[config.mk]
export PLATFORM = sky130hd
export DESIGN_NAME = gb_pixel_fetch_flat
export DESIGN_NICKNAME = d
export VERILOG_FILES = /design/src/rtl/gb_pixel_fetch_if.sv /design/src/rtl/gb_pixel_fetch.sv /design/src/flat_wrapper.sv
export SDC_FILE = /design/constraint.sdc
export NUM_CORES = 1
export LEC_CHECK = 0
export BUFFER_PORTS_ARGS = -buffer_cell sky130_fd_sc_hd__buf_2
export CAP_MARGIN = 30
export CORE_MARGIN = 2
export CORE_UTILIZATION = 30
export CTS_BUF_LIST = sky130_fd_sc_hd__clkbuf_16
export DETAILED_ROUTE_END_ITERATION = 10
export PLACE_DENSITY_LB_ADDON = 0.1
export SLEW_MARGIN = 20
export SYNTH_ARGS = -nofsm -noshare
export SYNTH_HDL_FRONTEND = slang
export SYNTH_SLANG_ARGS = --single-unit
[constraint.sdc]
create_clock -name clk -period 3.9 [get_ports clk]
set_clock_uncertainty 0.15 [all_clocks]
set_input_delay 0.78 -clock clk [delete_from_list [all_inputs] [get_ports clk]]
set_output_delay 0.78 -clock clk [all_outputs]
set_load 0.01 [all_outputs]
[src/rtl/gb_pixel_fetch_if.sv]
// Video-in / frame-buffer / video-out signal bundle for the Game Boy pixel fetcher.
// The master side is the timing generator plus the frame buffer. The slave side is the fetcher.
interface gb_pixel_fetch_if;
  logic        de_in;
  logic        hsync_in;
  logic        vsync_in;
  logic [14:0] mem_addr;
  logic [1:0]  mem_data;
  logic        de_out;
  logic        hsync_out;
  logic        vsync_out;
  logic [15:0] color;

  modport master (
    output de_in, hsync_in, vsync_in, mem_data,
    input  mem_addr, de_out, hsync_out, vsync_out, color
  );

  modport slave (
    input  de_in, hsync_in, vsync_in, mem_data,
    output mem_addr, de_out, hsync_out, vsync_out, color
  );
endinterface

[src/rtl/gb_pixel_fetch.sv]
// Upscales a GB_W x GB_H shade frame buffer by SCALE into a display raster.
// The pipeline has 2 clk of latency and places a border colour outside the image.
module gb_pixel_fetch #(
  parameter int unsigned GB_W         = 160,
  parameter int unsigned GB_H         = 144,
  parameter int unsigned SCALE        = 3,
  parameter int unsigned V_OFFSET     = 24,
  parameter logic [15:0] BORDER_COLOR = 16'h0000,
  parameter logic [15:0] PAL0         = 16'hFFFF,
  parameter logic [15:0] PAL1         = 16'hAD55,
  parameter logic [15:0] PAL2         = 16'h52AA,
  parameter logic [15:0] PAL3         = 16'h0000
) (
  input  logic            clk,
  input  logic            rst_n,
  gb_pixel_fetch_if.slave bus
);

  localparam int unsigned       GX_W      = (GB_W > 1) ? $clog2(GB_W) : 1;
  localparam int unsigned       SUB_W     = (SCALE > 1) ? $clog2(SCALE) : 1;
  localparam logic [9:0]        COL_END   = 10'(GB_W * SCALE);
  localparam logic [9:0]        ROW_LO    = 10'(V_OFFSET);
  localparam logic [9:0]        ROW_HI    = 10'(V_OFFSET + GB_H * SCALE);
  localparam logic [10:0]       ROW_FIRST = 11'(V_OFFSET);
  localparam logic [GX_W-1:0]   GX_MAX    = GX_W'(GB_W - 1);
  localparam logic [SUB_W-1:0]  SUB_MAX   = SUB_W'(SCALE - 1);
  localparam logic [14:0]       BASE_STEP = 15'(GB_W);
  localparam logic [14:0]       BASE_MAX  = 15'((GB_H - 1) * GB_W);

  typedef enum logic {WAIT_VSYNC, RUN} state_t;

  state_t             state, state_next;
  logic               active;

  logic               de_d1, de_d2;
  logic               hs_d1, hs_d2;
  logic               vs_d1, vs_d2;
  logic               vs_prev;
  logic               de_fall, vs_fall;

  logic [9:0]         col, row;
  logic [SUB_W-1:0]   hsub, vsub;
  logic [GX_W-1:0]    gx;
  logic [14:0]        line_base;
  logic [14:0]        addr_hold, addr_next;
  logic               row_in_win, win0, win1;
  logic [15:0]        pal_color, color_q;

  assign de_fall = de_d1 & ~bus.de_in;
  assign vs_fall = vs_prev & ~bus.vsync_in;

  // No addressing until a vsync edge has established which line is row 0.
  always_ff @(posedge clk or negedge rst_n) begin
    if (!rst_n) state <= WAIT_VSYNC;
    else        state <= state_next;
  end

  always_comb begin
    state_next = state;
    if (state == WAIT_VSYNC && vs_fall) state_next = RUN;
  end

  always_comb begin
    active = (state == RUN);
  end

  assign row_in_win = (row >= ROW_LO) && (row < ROW_HI);
  assign win0       = active && bus.de_in && row_in_win && (col < COL_END);
  assign addr_next  = win0 ? (line_base + 15'(gx)) : addr_hold;

  // Raster counters. row and col saturate so that a runaway raster stays in the border.
  always_ff @(posedge clk or negedge rst_n) begin
    if (!rst_n) begin
      vs_prev   <= 1'b0;
      col       <= '0;
      row       <= '0;
      hsub      <= '0;
      gx        <= '0;
      vsub      <= '0;
      line_base <= '0;
      addr_hold <= '0;
    end else begin
      vs_prev   <= bus.vsync_in;
      addr_hold <= addr_next;

      if (bus.de_in) begin
        if (col != '1) col <= col + 10'd1;
        if (hsub == SUB_MAX) begin
          hsub <= '0;
          if (gx != GX_MAX) gx <= gx + 1'b1;
        end else begin
          hsub <= hsub + 1'b1;
        end
      end else begin
        col  <= '0;
        hsub <= '0;
        gx   <= '0;
      end

      if (vs_fall) begin
        row       <= '0;
        vsub      <= '0;
        line_base <= '0;
      end else if (de_fall) begin
        if (row != '1) row <= row + 10'd1;
        if ({1'b0, row} + 11'd1 == ROW_FIRST) begin
          vsub      <= '0;
          line_base <= '0;
        end else if (row_in_win) begin
          if (vsub == SUB_MAX) begin
            vsub <= '0;
            if (line_base < BASE_MAX) line_base <= line_base + BASE_STEP;
          end else begin
            vsub <= vsub + 1'b1;
          end
        end
      end
    end
  end

  always_comb begin
    pal_color = PAL0;
    unique case (bus.mem_data)
      2'd0: pal_color = PAL0;
      2'd1: pal_color = PAL1;
      2'd2: pal_color = PAL2;
      2'd3: pal_color = PAL3;
    endcase
  end

  // mem_data arrives one clk after mem_addr, in the same cycle as the stage-1 flags.
  always_ff @(posedge clk or negedge rst_n) begin
    if (!rst_n) begin
      de_d1   <= 1'b0;
      de_d2   <= 1'b0;
      hs_d1   <= 1'b1;
      hs_d2   <= 1'b1;
      vs_d1   <= 1'b1;
      vs_d2   <= 1'b1;
      win1    <= 1'b0;
      color_q <= '0;
    end else begin
      de_d1   <= bus.de_in;
      de_d2   <= de_d1;
      hs_d1   <= bus.hsync_in;
      hs_d2   <= hs_d1;
      vs_d1   <= bus.vsync_in;
      vs_d2   <= vs_d1;
      win1    <= win0;
      color_q <= de_d1 ? (win1 ? pal_color : BORDER_COLOR) : '0;
    end
  end

  assign bus.mem_addr  = addr_next;
  assign bus.de_out    = de_d2;
  assign bus.hsync_out = hs_d2;
  assign bus.vsync_out = vs_d2;
  assign bus.color     = color_q;

endmodule

[src/flat_wrapper.sv]
// flat-port wrapper written by rule: the top's interface ports become plain ports
module gb_pixel_fetch_flat 
#(
  parameter int unsigned GB_W         = 160,
  parameter int unsigned GB_H         = 144,
  parameter int unsigned SCALE        = 3,
  parameter int unsigned V_OFFSET     = 24,
  parameter logic [15:0] BORDER_COLOR = 16'h0000,
  parameter logic [15:0] PAL0         = 16'hFFFF,
  parameter logic [15:0] PAL1         = 16'hAD55,
  parameter logic [15:0] PAL2         = 16'h52AA,
  parameter logic [15:0] PAL3         = 16'h0000
)
  (clk, rst_n, bus_de_in, bus_hsync_in, bus_vsync_in, bus_mem_data, bus_mem_addr, bus_de_out, bus_hsync_out, bus_vsync_out, bus_color);
  gb_pixel_fetch_if bus_i ();
  input  logic clk;
  input  logic rst_n;
  input wire logic [$bits(bus_i.de_in)-1:0] bus_de_in;
  input wire logic [$bits(bus_i.hsync_in)-1:0] bus_hsync_in;
  input wire logic [$bits(bus_i.vsync_in)-1:0] bus_vsync_in;
  input wire logic [$bits(bus_i.mem_data)-1:0] bus_mem_data;
  output wire logic [$bits(bus_i.mem_addr)-1:0] bus_mem_addr;
  output wire logic [$bits(bus_i.de_out)-1:0] bus_de_out;
  output wire logic [$bits(bus_i.hsync_out)-1:0] bus_hsync_out;
  output wire logic [$bits(bus_i.vsync_out)-1:0] bus_vsync_out;
  output wire logic [$bits(bus_i.color)-1:0] bus_color;
  assign bus_i.de_in = bus_de_in;
  assign bus_i.hsync_in = bus_hsync_in;
  assign bus_i.vsync_in = bus_vsync_in;
  assign bus_i.mem_data = bus_mem_data;
  assign bus_mem_addr = bus_i.mem_addr;
  assign bus_de_out = bus_i.de_out;
  assign bus_hsync_out = bus_i.hsync_out;
  assign bus_vsync_out = bus_i.vsync_out;
  assign bus_color = bus_i.color;
  gb_pixel_fetch #(.GB_W(GB_W), .GB_H(GB_H), .SCALE(SCALE), .V_OFFSET(V_OFFSET), .BORDER_COLOR(BORDER_COLOR), .PAL0(PAL0), .PAL1(PAL1), .PAL2(PAL2), .PAL3(PAL3)) u_core (.clk(clk), .rst_n(rst_n), .bus(bus_i));
endmodule
Word-level counts from Yosys, hierarchy flattened
Cells that the tools add are included.

storage, ports and cells
  bits in registers = 87
  logic and storage cells = 86

cells by class
  $add $sub $neg = 8
  magnitude comparators = 4
  eq/ne operators = 12
  multiplexer cells = 25
  bitwise logic cells = 5
  reductions and logical operators = 15

operators by type and width
  cell                                                          count
  two-way mux 15 bit                                            7
  one-hot mux 16 bit (4 select lines)                           1
  two-way mux 10 bit                                            5
  two-way mux 16 bit                                            2
  two-way mux 8 bit                                             3
  adder 10 x 1 -> 10 bit (second input constant)                2
  less-than comparator 10 x 9 -> 1 bit (second input constant)  2
  != test 10 bit (second input constant)                        2
  adder 15 x 8 -> 15 bit                                        1
  adder 15 x 8 -> 15 bit (second input constant)                1
  less-than comparator 15 bit (second input constant)           1
  two-way mux 2 bit                                             7
  adder 10 x 1 -> 11 bit (second input constant)                1
  == test 11 x 5 -> 1 bit (second input constant)               1
  >= comparator 10 x 5 -> 1 bit (second input constant)         1
  nonzero test 3 bit                                            3
  adder 8 x 1 -> 8 bit (second input constant)                  1
  == test 2 bit (second input constant)                         4
  != test 8 bit (second input constant)                         1
  != test 2 x 1 -> 1 bit (second input constant)                3
  AND reduction 2 bit                                           3
  logical AND 1 bit                                             5
  adder 2 x 1 -> 2 bit (second input constant)                  2
  AND reduction 4 bit                                           1
  5 further kinds                                               9

Longest topological paths before layout
Gate-level depths: netlist of the first run.

  word-level depth = 7
  depth in mapped cells = 8
  mapped depth without buffers = 6

Worst setup path after synthesis of the first run
No wires, ideal clock.

  path kind = register to output
  from = reg u_core.row[3]
  to = out bus_mem_addr[10]
  data arrival time = 2395 ps
  path slack = 575 ps
  cell stages (with the launch flop) = 8
  path buffers = 3
  cell sequence = dfrtp_1 -> buf_6 -> or3_4 -> a221o_1 -> or4_1 -> clkbuf_1 -> clkbuf_1 -> o21ai_1

on the way
  cells in the longest elaborated chain, start to end = 5
  elaborated cells on any way between the ends = 6

ends and longest elaborated chain
  item                                                                                   line                   text
  start: declaration                                                                     gb_pixel_fetch.sv:41   logic [9:0] col, row;
  start signal: assignment                                                               gb_pixel_fetch.sv:105  if (row != '1) row <= row + 10'd1;
  >= comparator 10 x 5 -> 1 bit or less-than comparator 10 x 9 -> 1 bit (tied branches)  gb_pixel_fetch.sv:67   assign row_in_win = (row >= ROW_LO) && (row < ROW_HI);
  logical AND 1 bit *                                                                    gb_pixel_fetch.sv:67
  logical AND 1 bit * (2 in a row)                                                       gb_pixel_fetch.sv:68   assign win0 = active && bus.de_in && row_in_win && (col < COL_END);
  two-way mux 15 bit *                                                                   gb_pixel_fetch.sv:69   assign addr_next = win0 ? (line_base + 15'(gx)) : addr_hold;
  end: declaration                                                                       flat_wrapper.sv:22     output wire logic [$bits(bus_i.mem_addr)-1:0] bus_mem_addr;

Mark *: on every way between the ends. The rest lies on a longest branch, timed or not.

Worst setup path after layout of the first run
  from = reg u_core.row[3]
  to = out bus_mem_addr[0]

Same word-level chain as after synthesis.

==> results of run 1 <==
==> registers in the layout, indices dropped and copies added, names as in the netlist <==
register,count
u_core.active,1
u_core.addr_hold,15
u_core.bus.color,2
u_core.bus.de_out,1
u_core.bus.hsync_out,1
u_core.bus.vsync_out,1
u_core.col,10
u_core.de_d1,1
u_core.gx,8
u_core.hs_d1,1
u_core.hsub,2
u_core.line_base,10
u_core.row,10
u_core.vs_d1,1
u_core.vs_prev,1
u_core.vsub,2
u_core.win1,1
==> placed cells by master (no fill, tap or decap), types with 3 or more instances in the layout <==
cell       instances
dfrtp_1           64
buf_2             41
nor2_1            36
nand2_1           31
xnor2_1           21
nor3_1            14
a21oi_1           13
nand3_1           12
o21ai_0           12
inv_1             10
o21ai_1            9
clkbuf_16          9
and3_1             8
ha_1               8
xor2_1             7
nand4_1            6
a211oi_1           6
nand2b_1           5
a31oi_1            5
buf_4              5
nor4_1             4
nor2b_1            4
or3_1              4
o31ai_1            4
dfstp_2            4
and4_1             3
or4_1              3
mux2_2             3
clkinv_1           3
mux2i_1            3
==> worst max path at each step <==
stage | slack, ns | startpoint | cells past startpoint | end
2_1_floorplan | 0.58 | u_core.row[3]$_DFFE_PN0P_ | 7 | bus_mem_addr[10]
3_3_place_gp | 0.51 | u_core.row[3]$_DFFE_PN0P_ | 6 | bus_mem_addr[0]
3_5_place_dp | 0.47 | u_core.row[3]$_DFFE_PN0P_ | 6 | bus_mem_addr[0]
4_1_cts | 0.11 | u_core.row[3]$_DFFE_PN0P_ | 6 | bus_mem_addr[7]
5_1_grt | 0.03 | u_core.row[3]$_DFFE_PN0P_ | 6 | bus_mem_addr[0]
6_report | 0.18 | u_core.row[3]$_DFFE_PN0P_ | 6 | bus_mem_addr[0]
==> critical path, stage by stage (launching register included) <==
cell and delay [ns]:
dfrtp_1 0.45, or3_4 0.41, a221o_2 0.42, or4_1 0.53
buf_6 0.20, mux2_2 0.30, buf_2 0.14
==> through the flow <==
step,power (mW),worst slack [ns],util [%],std cells,cell area [sq um]
5_1_grt,1.69,0.0288,35.4,537,4050
4_1_cts,1.65,0.106,35.4,537,4040
6_report,1.61,0.178,35.4,537,4050
2_1_floorplan,0.806,0.575,-,361,3500
3_3_place_gp,0.845,0.507,32.8,519,3750
3_5_place_dp,0.846,0.474,32.9,521,3760
==> final cells by class <==
class / count / area, sq um / share of cell area [%]
inverter: 10 / 37.5 / 0.927
tap: 143 / 179 / 4.42
multi-input combinational: 253 / 1590 / 39.2
timing repair buffer: 47 / 254 / 6.28
sequential: 68 / 1710 / 42.2
clock inverter: 7 / 58.8 / 1.45
clock buffer: 9 / 225 / 5.56
==> per-layer routing <==
metal,track usage (%),wire length (microns),vias to the layer above
met3,4.43,377,13
met5,0,0,-
met4,5.85,155,0
met2,19.8,3290,61
met1,17.4,3710,1269
li1,-,-,1331
==> where the power goes <==
group / switching (mW) / total, mW / leakage, nW / internal (mW)
Clock: 0.297 / 0.782 / 0.141 / 0.485
Sequential: 0.0226 / 0.750 / 0.914 / 0.727
Combinational: 0.0518 / 0.0815 / 0.738 / 0.0297
==> kinds of logic (layout without fill, tap and decap cells) <==
logic type	Yosys count	after routing	synth area share (%)
AOI/OAI and AO/OA	71	71	13.3
xor gates and xnor gates	28	28	7.00
adders and majority gates	8	8	2.86
buffers and inverters	40	73	6.00
DFF	68	68	48.7
muxes	6	6	1.82
other	1	1	0.107
and+or+nand+nor	139	139	20.2
==> flow_summary.json, run 1 <==
{
  "status": "complete, no violations",
  "cts_made_buffers": 9,
  "globalRouteOverflowTotal": 0,
  "nFillCells": 1186,
  "rrSetupSlack_ns": 1.19,
  "dpl.hpwl_microns": 5310,
  "r2r-start": "u_core.row[3]$_DFFE_PN0P_",
  "antenna_cells": 0,
  "die_w_microns": 112,
  "yosys_most_used_dff": "dfrtp_1",
  "cts_root_buf": "clkbuf_16",
  "async_flop_share_pct": 100,
  "rr_worst_depth": 5,
  "leakagePower_nw": 1.79,
  "die_h_microns": 112,
  "post-synth-top-count-cell": "dfrtp_1",
  "cts_setup_buffers": 0,
  "finalSetupViolCount": 0,
  "numClockSinks": 68,
  "drive_above_1_share_pct": 19.5,
  "antenna_found_initial": 0,
  "track_usage_pct": 13.2,
  "hold_class": "input port to async pin",
  "r2r-end": "u_core.line_base[12]$_DFFE_PN0P_",
  "place.gp.congestion": 0.763,
  "holdWs_ns": 0.101,
  "synthTopCellsByArea": "dfrtp_1, xnor2_1, nor2_1",
  "fin_crit_sh_pct": 95.4,
  "wl_microns": 7540,
  "syn_to_final_growth_pct": 15.6,
  "worstSetupEndpointType": "primary output",
  "synth_top_area_share_pct": 45.7,
  "cts-hold-fix-buffers": 0,
  "htree_num_levels": 3,
  "grt_max_degree": 37,
  "core_area_sq_um": 11400,
  "synth_largest_area_cell": "dfrtp_1",
  "grt_pass1_wl_microns": 13000,
  "drtIter0Drc": 108,
  "synth_commonest_cells": "dfrtp_1, nor2_1, nand2_1",
  "viasPerCell": 4.98,
  "syn-num-nets": 376,
  "crit_arrival_ns": 2.79,
  "syn_inst": 361,
  "synth.distinct_cells": 54,
  "vdd_drop_max_mv": 0.264,
  "p_per_area_nw_per_um2": 398,
  "grt_pass1_vias": 2586,
  "std_cell_rows": 39,
  "path_class": "flip-flop to primary output",
  "grt_setup_unrepaired": "no",
  "vias": 2674,
  "synth_warnings": 0,
  "maxCapViolations": 0,
  "syn_area_per_cell_sq_um": 9.70,
  "ys_ff_latch": 68,
  "post_cts_resized": 0,
  "required_ns": 2.97,
  "fmax_mhz": 269,
  "tightest_slew_ns": 0.613,
  "port_buffers": 40,
  "dr.pass1.iters": 4,
  "drtAntennaViolNets": 0,
  "clk_path_buf_depth": 2,
  "wl_per_cell_microns": 14.0,
  "ioPinCount": 41,
  "syn_area_sq_um": 3500,
  "start_util_pct": 30.7,
  "drc": 0,
  "slew_violations": 0,
  "ys_seq_area_share_pct": 48.7,
  "clkTransAtPathRegs_ns": 0.05,
  "fin_crit_ns": 3.72,
  "nNetsFinal": 404,
  "insertion_delay_ns": 0.34,
  "hold_viol": 0,
  "dieArea_sq_um": 12600,
  "path_max_fanout": 28,
  "synth-edff-count": 0,
  "relSlewSlack_pct": 58.5,
  "cp-start-kind": "flip-flop",
  "cts_tree": "yes",
  "final.setup.tns_ns": 0
}
Note: power is estimated with default switching activity, not from simulation.
==> inputs of run 2 (changes only) <==
--- a/config.mk
+++ b/config.mk
@@ -6,9 +6,9 @@
 export NUM_CORES = 1
 export LEC_CHECK = 0
 export BUFFER_PORTS_ARGS = -buffer_cell sky130_fd_sc_hd__buf_2
-export CAP_MARGIN = 30
+export CAP_MARGIN = 20
 export CORE_MARGIN = 2
-export CORE_UTILIZATION = 30
+export CORE_UTILIZATION = 58
 export CTS_BUF_LIST = sky130_fd_sc_hd__clkbuf_16
 export DETAILED_ROUTE_END_ITERATION = 10
 export PLACE_DENSITY_LB_ADDON = 0.1
==> constraint.sdc (replaced) <==
create_clock -name clk -period 3.9 [get_ports clk]
set_clock_uncertainty 0.15 [all_clocks]
set_input_delay 0.975 -clock clk [delete_from_list [all_inputs] [get_ports clk]]
set_output_delay 0.975 -clock clk [all_outputs]
set_load 0.01 [all_outputs]
==> flow_summary.json, run 2 (synthesis results as in run 1) <==
{
  "status": "complete, no violations",
  "numClockSinks": 68,
  "die_w_microns": 81.7,
  "globalRouteOverflowTotal": 0,
  "place.gp.congestion": 0.797,
  "viasPerCell": 5.81,
  "p_switching_mw": 0.355,
  "nFillCells": 483,
  "dieArea_sq_um": 6680,
  "slew_violations": 0,
  "hold_viol": 0,
  "holdWs_ns": 0.206,
  "maxCapViolations": 0,
  "seq_area_sq_um": 1710,
  "vdd_drop_max_mv": 0.220,
  "htree_num_levels": 3,
  "cp-start-kind": "flip-flop",
  "crit_slowest_cell": "or4_4",
  "clk_path_buf_depth": 2,
  "path_class": "flip-flop to primary output",
  "internal_power_mw": 1.17,
  "cts_root_buf": "clkbuf_16",
  "layout_common_cells": "dfrtp_1, buf_2, nor2_1",
  "worstSetupEndpointType": "primary output",
  "track_usage_pct": 22.6,
  "fin_ws_ns": 0.0832,
  "die_h_microns": 81.7,
  "start_util_pct": 59.5,
  "dp_cells": 451,
  "busiest_layer": "met2",
  "grt_max_degree": 69,
  "path_max_fanout": 27,
  "drtAntennaViolNets": 0,
  "finalSetupViolCount": 0,
  "p_per_area_nw_per_um2": 388,
  "pwr-share-clk_pct": 45.8,
  "cp_num_buf_inv": 2,
  "max_stage_delay_ns": 0.56,
  "drc": 0,
  "cts_setup_buffers": 0,
  "clkTransAtPathRegs_ns": 0.05,
  "fin_crit_sh_pct": 97.9,
  "relSlewSlack_pct": 29.1,
  "vias": 2715,
  "final.setup.tns_ns": 0,
  "final_common_cell": "dfrtp_1",
  "leakagePower_nw": 1.77,
  "place_ws_ns": 0.351,
  "largest_register_ffs": 15,
  "tightest_slew_ns": 1.05,
  "nNetsFinal": 402,
  "fin_crit_ns": 3.82,
  "combPwrFrac_pct": 5.2,
  "pwr-share-seq_pct": 49.1,
  "drtIter0Drc": 184,
  "multiInputGateArea_sq_um": 1590,
  "dr.pass1.iters": 4,
  "port_buffers": 40,
  "syn_to_final_growth_pct": 12.5,
  "grt_pass1_wl_microns": 11400,
  "final_cells": 467,
  "dpl.hpwl_microns": 4660,
  "insertion_delay_ns": 0.33,
  "cts-hold-fix-buffers": 0,
  "fmax_mhz": 262,
  "required_ns": 2.77,
  "crit_arrival_ns": 2.69,
  "wl_per_cell_microns": 14.6,
  "cts_made_buffers": 9,
  "top_register": "u_core.addr_hold",
  "power.switching_fraction_pct": 23.2,
  "ioPinCount": 41,
  "antenna_cells": 0,
  "path_delay_family": "simple AND/OR/NAND/NOR gates",
  "met2_usage_pct": 34.9,
  "grt_pass1_vias": 2482,
  "cts_tree": "yes",
  "wl_microns": 6830,
  "cp_cell_sequence": "or3_4 -> a221o_1 -> or4_4 -> buf_12 -> mux2_2 -> buf_2",
  "hold_class": "flip-flop to flip-flop",
  "core_area_sq_um": 5890,
  "grtUsageMet1_pct": 30.2,
  "drive_above_1_share_pct": 19.1,
  "use_met3_pct": 4.51,
  "grt_setup_unrepaired": "no",
  "std_cell_rows": 28,
  "antenna_found_initial": 0
}
==> run 2: cell count changes in the layout (fill, tap and decap cells not counted), sizes merged <==
cell,before,now
bufinv,1,0
clkinvlp,1,2
buf,47,45
==> run 2: through the flow <==
| step | instance area [sq um] | util, % | power [mW] |
|---|---|---|---|
| after floorplan | 3500 | - | 0.806 |
| after global placement | 3670 | 62.4 | 0.839 |
| after detailed placement | 3670 | 62.4 | 0.843 |
| after CTS | 3940 | 66.9 | 1.55 |
| after global routing | 3940 | 66.9 | 1.59 |
| final | 3940 | 66.9 | 1.53 |
==> run 2: final timing paths <==
kind	startpoint	end	slack [ns]	depth (start not counted)
setup / recovery	u_core.row[3]$_DFFE_PN0P_	bus_mem_addr[1]	0.08	6
hold / removal	u_core.vs_d1$_DFF_PN1_	u_core.bus.vsync_out$_DFF_PN1_	0.21	0
setup reg to reg	u_core.row[3]$_DFFE_PN0P_	u_core.line_base[12]$_DFFE_PN0P_	1.10	6
hold reg to reg	u_core.vs_d1$_DFF_PN1_	u_core.bus.vsync_out$_DFF_PN1_	0.21	0
max in group asynchronous	rst_n	u_core.row[3]$_DFFE_PN0P_	2.29	2
min in group asynchronous	rst_n	u_core.addr_hold[4]$_DFF_PN0_	0.67	2
==> run 2: area by class of cell <==
class / instances / area share (%)
Clock inverter: 7 / 0.889
Timing Repair Buffer: 45 / 6.35
Sequential cell: 68 / 43.4
Inverter: 10 / 0.953
Tap cell: 75 / 2.38
Multi-Input combinational cell: 253 / 40.3
Clock buffer: 9 / 5.72
==> run 2: worst register-to-register path: stages (launching register included) <==
cell and delay [ns]:
dfrtp_2 0.45, or3_4 0.40, a221o_1 0.36, buf_4 0.17, or4_4 0.56, or4_4 0.45
a22oi_2 0.18
==> run 2: power groups by stage <==
stage | clock [mW] | sequential (mW) | combinational [mW]
5_1_grt | 0.750 | 0.753 | 0.0907
2_1_floorplan | 0 | 0.754 | 0.0518
6_report | 0.700 | 0.751 | 0.0788
4_1_cts | 0.717 | 0.751 | 0.0806
3_5_place_dp | 0 | 0.763 | 0.0804
3_3_place_gp | 0 | 0.761 | 0.0785
==> run 2: repair_timing <==
| item | CTS | global route |
|---|---|---|
| endpoints found under the setup margin | 4 | 5 |
| resized for setup | 2 | 3 |
| pin swaps | 0 | 0 |
==> run 2: metal layers <==
layer  wire (microns)  up-vias  part of all wire, %
met5                0        -                    0
met4              148        0                  2.2
met3              298       17                  4.4
met2             3170       75                   46
met1             3210     1300                   47
li1                 -     1323                    -
